==> src/rtl/instruction_fetch.sv <==
// Instruction fetch stage: program counter, next-PC select, sequentially loaded
// instruction memory, and a RUN/HALTED state that stops on the HALT word.
module instruction_fetch #(
   parameter int                          PC_SIZE          = 32,
   parameter int                          INSTRUCTION_SIZE = 32,
   parameter int                          MEM_DEPTH        = 64,
   parameter logic [INSTRUCTION_SIZE-1:0] HALT_WORD        = 32'hFFFF_FFFF
) (
   input  logic                        i_clk,
   input  logic                        i_reset,
   input  logic                        i_enable,
   input  logic                        i_stall,
   input  logic [1:0]                  i_pc_src,
   input  logic [PC_SIZE-1:0]          i_branch_pc,
   input  logic [PC_SIZE-1:0]          i_jump_pc,
   input  logic                        i_write_mem,
   input  logic [INSTRUCTION_SIZE-1:0] i_write_data,
   output logic [PC_SIZE-1:0]          o_pc,
   output logic [PC_SIZE-1:0]          o_next_seq_pc,
   output logic [INSTRUCTION_SIZE-1:0] o_instruction,
   output logic                        o_halt,
   output logic                        o_mem_empty,
   output logic                        o_mem_full
);

   localparam int ADDR_W = $clog2(MEM_DEPTH);

   typedef enum logic {RUN, HALTED} state_t;

   state_t                      state, state_next;
   logic [PC_SIZE-1:0]          pc, pc_next;
   logic [ADDR_W:0]             wr_ptr;
   logic [INSTRUCTION_SIZE-1:0] mem [MEM_DEPTH];
   logic [ADDR_W-1:0]           word_addr;
   logic                        in_range;
   logic                        loaded;
   logic                        fetch_halt;
   logic                        write_ok;

   // Unloaded or out-of-range fetches read as HALT so a runaway PC stops the core.
   assign word_addr     = pc[ADDR_W+1:2];
   assign in_range      = (pc[PC_SIZE-1:ADDR_W+2] == '0);
   assign loaded        = ({1'b0, word_addr} < wr_ptr);
   assign o_instruction = (in_range && loaded) ? mem[word_addr] : HALT_WORD;
   assign fetch_halt    = (o_instruction == HALT_WORD);

   assign o_pc          = pc;
   assign o_next_seq_pc = pc + PC_SIZE'(4);
   assign o_halt        = (state == HALTED);
   assign o_mem_empty   = (wr_ptr == '0);
   assign o_mem_full    = (wr_ptr == (ADDR_W+1)'(MEM_DEPTH));
   assign write_ok      = i_write_mem & ~o_mem_full;

   // NOTE: defaults first so every path assigns every output -- no latches.
   always_comb begin
      state_next = state;
      pc_next    = pc;
      if (state == RUN && i_enable && !i_stall) begin
         if (fetch_halt) begin
            state_next = HALTED;
         end else begin
            case (i_pc_src)
               2'b01:   pc_next = i_branch_pc;
               2'b10:   pc_next = i_jump_pc;
               default: pc_next = o_next_seq_pc;
            endcase
         end
      end
   end

   // NOTE: non-blocking assignments so all registers update from pre-edge values.
   always_ff @(posedge i_clk or posedge i_reset) begin
      if (i_reset) begin
         state  <= RUN;
         pc     <= '0;
         wr_ptr <= '0;
      end else begin
         state <= state_next;
         pc    <= pc_next;
         if (write_ok) wr_ptr <= wr_ptr + (ADDR_W+1)'(1);
      end
   end

   // NOTE: memory array is deliberately not reset; wr_ptr gates visibility instead.
   always_ff @(posedge i_clk) begin
      if (write_ok) mem[wr_ptr[ADDR_W-1:0]] <= i_write_data;
   end

endmodule

==> config.mk <==
export PLATFORM = sky130hd
export DESIGN_NAME = instruction_fetch
export DESIGN_NICKNAME = d
export VERILOG_FILES = /design/src/rtl/instruction_fetch.sv
export SDC_FILE = /design/constraint.sdc
export NUM_CORES = 2
export LEC_CHECK = 0
export ABC_AREA = 0
export CAP_MARGIN = 20
export CORE_ASPECT_RATIO = 1.4
export CORE_MARGIN = 4
export CORE_UTILIZATION = 55
export CTS_CLUSTER_SIZE = 8
export DETAILED_ROUTE_END_ITERATION = 16
export GPL_ROUTABILITY_DRIVEN = 1
export PLACE_DENSITY = 0.72
export SYNTH_ARGS = -nofsm -noshare
export SYNTH_HDL_FRONTEND = slang
export SYNTH_SLANG_ARGS = --single-unit
export TNS_END_PERCENT = 1
==> constraint.sdc <==
create_clock -name i_clk -period 6.5 [get_ports i_clk]
set_input_delay 1.3 -clock i_clk [delete_from_list [all_inputs] [get_ports i_clk]]
set_output_delay 1.3 -clock i_clk [all_outputs]
set_load 0.005 [all_outputs]
==> results.md <==
- Core area: 149000 um2
- Arrival time at the worst endpoint: approximately 5 ns
- CP delay by family, top: compound AO/OA/AOI/OAI gates
- CTS Hold Bufs: 0
- Grt ovf: 0
- Worst rel slew slack: between 10% and 20%
- First-pass GRT wire length: 340 mm
- Vias: 45000
- Initial DRC Count: 6417
- Fraction of layout cells with a size suffix above 1: 24.4%
- # nets final: 4574
- Antenna violations before repair: 15
- Drt drc: 0
- Gate Count Post-Synth: 3938
- WP data required: 5.20 ns
- Fin Clk Skew: approximately 0.060 ns
- Register-to-register setup slack: 1.28 ns
- Worst slew pin tran: between 1 and 1.5 ns
- Largest net degree at the start of global routing: 109
- CP Cell Sequence: buf_12 -> mux4_2 -> a2bb2oi_1 -> a221oi_1 -> a2111oi_1 -> a21oi_1 -> nand2_1 -> clkdlybuf4s50_1
- Count of cell types in the netlist: 86
- CP Class: flop to primary output
- Leakage power: 32.1 nW
- Vias in the first global route: ~45000
- Worst vdd ir: 0.298 mV
- Drt total wl: 244 mm
- RSZ-0062 raised after global routing: false
- Mapped Area: 82500 um2
- Slowest cell on crit path: a2111oi_1
- Placer Congestion: 0.919
- Max_cap viols: 0
- Chip height: approximately 470 um
- Clk root buf: clkbuf_16
- Via density: 6.96
- Syn nets: 4051
- Hold WS: 0.526 ns
- Min-Delay Path Class: flop to flop
- Hold Violations, Final: 0
- Crit path buf inv count: 2
- Clk buf depth: 4
- Post-route ant nets: 0
- TritonCTS Sinks: 2088
- Ys Warns: 0
- Sequential element share of the synthesized area: 75.7%
- Max Freq: 156 MHz
- Max stage delay on crit path: 1.06 ns
- Initial DRT Pass Iterations: 6
- Pwr Density: 420 nW/um2
- I/O pins: 202
- Worst-path clk slew: 0.05 ns
- Overall routing resource usage: between 30% and 40%
- Effective utilization at floorplan: 55.5%
- Total chip power: 40.4 mW
- Port bufs: 201
- Syn Area/Cell: 21.0 um2
- Post-synth EDFFs: 2048
- Final setup viols: 0
- Die W: 335 um
- Most used DFF post-synth: edfxtp_1
- FP Rows: between 150 and 200
- HPWL after DPL: between 100 and 150 mm
- Status: finished, final reports clean
- Clock latency on the worst-skew pair: roughly 0.90 ns
- Setup_tns: 0 ns
- CP Capture Type: primary output
- Crit Path Max Fanout: approximately 110
- CTS buffer count: 310
- Startpoint types: flop
- Part of the cycle the worst path needs: between 90% and 100%
- Min Tclk post-route: roughly 6.4 ns
- Yosys reg bits: about 2100
- Final Max Slew Viols: 0
- WL/cell: about 38 um
- Die area: 156000 um2
- H-tree depth: 5
- TritonCTS clock tree: built
- Asr flop ratio synth: 1.92%
- Synth-to-layout area growth: 16.3%
[Yosys cell counts, types with 36 or more instances]
cell,count,area share (%)
dfrtp_1,40,1.2
edfxtp_1,2048,75
o221ai_1,36,0.38
mux4_2,391,11
mux2i_1,263,3.2
buf_2,60,0.36
o21ai_0,53,0.32
nand3_1,49,0.30
clkbuf_1,58,0.26
nor2_1,98,0.45
a21oi_1,69,0.42
a22oi_1,98,0.89
nand2_1,135,0.61
[flip-flops by register name (all words and copies together) (netlist names)]
signal and flops:
mem 2048, o_halt 1, o_pc 32, wr_ptr 7
[worst register-to-register path: stages, from the launching register on]
cell	delay [ns]
dfrtp_1	0.48
clkinv_1	0.42
nand3_1	0.81
nor3b_1	0.30
nand2_1	0.30
and2_1	0.34
nand3_1	0.69
nor2_4	0.95
buf_4	0.53
[through the flow]
| step | util (%) | worst slack (ns) | instances | instance area [um2] |
|---|---|---|---|---|
| 2_1_floorplan | - | 1.59 | 3938 | 82500 |
| 3_3_place_gp | 58.8 | 0.846 | 6060 | 87300 |
| 3_5_place_dp | 58.8 | 0.946 | 6065 | 87400 |
| 4_1_cts | 64.2 | 0.0488 | 6429 | 95400 |
| 5_1_grt | 64.6 | 0.0291 | 6460 | 96000 |
| 6_report | 64.6 | 0.0785 | 6467 | 96000 |
[report_power, final]
part	leakage, nW	switching [mW]	internal (mW)
logic	9.25	6.42	4.41
clock network	3.94	5.28	8.48
registers	18.9	0.386	15.4
[layout by cell type (no fill, tap or decap), drive strengths merged, types with 11 or more instances in the layout]
cell type      Yosys  layout
mux2i            263     263
a22oi             98      98
a211oi            13      13
nor4              12      12
o21ai             59      59
a221oi            29      29
mux2              19      19
clkbuf            60     355
xnor2             24      24
nand2            135     135
clkdlybuf4s50      0     169
nor2b             11      11
o221ai            36      36
dfrtp             40      40
mux4             422     422
buf              162     266
edfxtp          2048    2048
nand2b            15      15
and3              14      14
a21oi             70      70
a21o              29      29
a22o              27      27
o22ai             14      14
diode              0      11
nor2              98      98
nand4             20      20
inv               23      30
o211ai            11      11
a211o             15      15
nand3             49      49
[layout make-up]
| type | instances | area, um2 |
|---|---|---|
| sequential | 2088 | 62500 |
| fill | 9387 | 52600 |
| multi-input combinational | 1600 | 18600 |
| clock buffer | 355 | 7970 |
| timing repair buffer | 435 | 4220 |
| tap | 1943 | 2430 |
| clock inverter | 9 | 101 |
| inverter | 26 | 100 |
| antenna | 11 | 27.5 |
[per-layer routing]
layer  global-route usage, %  wire, um  vias to the layer above
met5                       0        37                        -
met2                    50.6    120000                     3601
li1                        -         -                    17500
met4                    16.8     14500                        6
met3                    7.68     29100                      728
met1                    39.1     80900                    23200
[worst paths after layout]
check | from | end | cells past startpoint
max in group asynchronous | i_reset | o_pc[2]$_DFFE_PP0P_ | 3
min reg2reg | o_pc[31]$_DFFE_PP0P_ | o_pc[31]$_DFFE_PP0P_ | 1
min | o_pc[31]$_DFFE_PP0P_ | o_pc[31]$_DFFE_PP0P_ | 1
min in group asynchronous | i_reset | o_pc[25]$_DFFE_PP0P_ | 2
max reg2reg | wr_ptr[5]$_DFFE_PP0P_ | mem[37][2]$_DFFE_PP_ | 8
max | o_pc[3]$_DFFE_PP0P_ | o_instruction[9] | 8
[cell families (layout without fill, tap and decap cells)]
family / after synthesis / in the layout / synth area share (%)
other: 0 / 11 / 0
AOI/OAI and AO/OA: 458 / 458 / 4.03
muxes: 704 / 704 / 15.1
DFF: 2088 / 2088 / 75.7
adders and majority gates: 10 / 10 / 0.152
xor gates and xnor gates: 34 / 34 / 0.361
buffers and inverters: 250 / 825 / 2.34
and+or+nand+nor: 394 / 394 / 2.25
[timing repair]
action,in CTS,in global routing
setup endpoints to repair,1,2
buffers inserted,0,2
resized for setup,1,1
(Power assumes the default switching activity.)
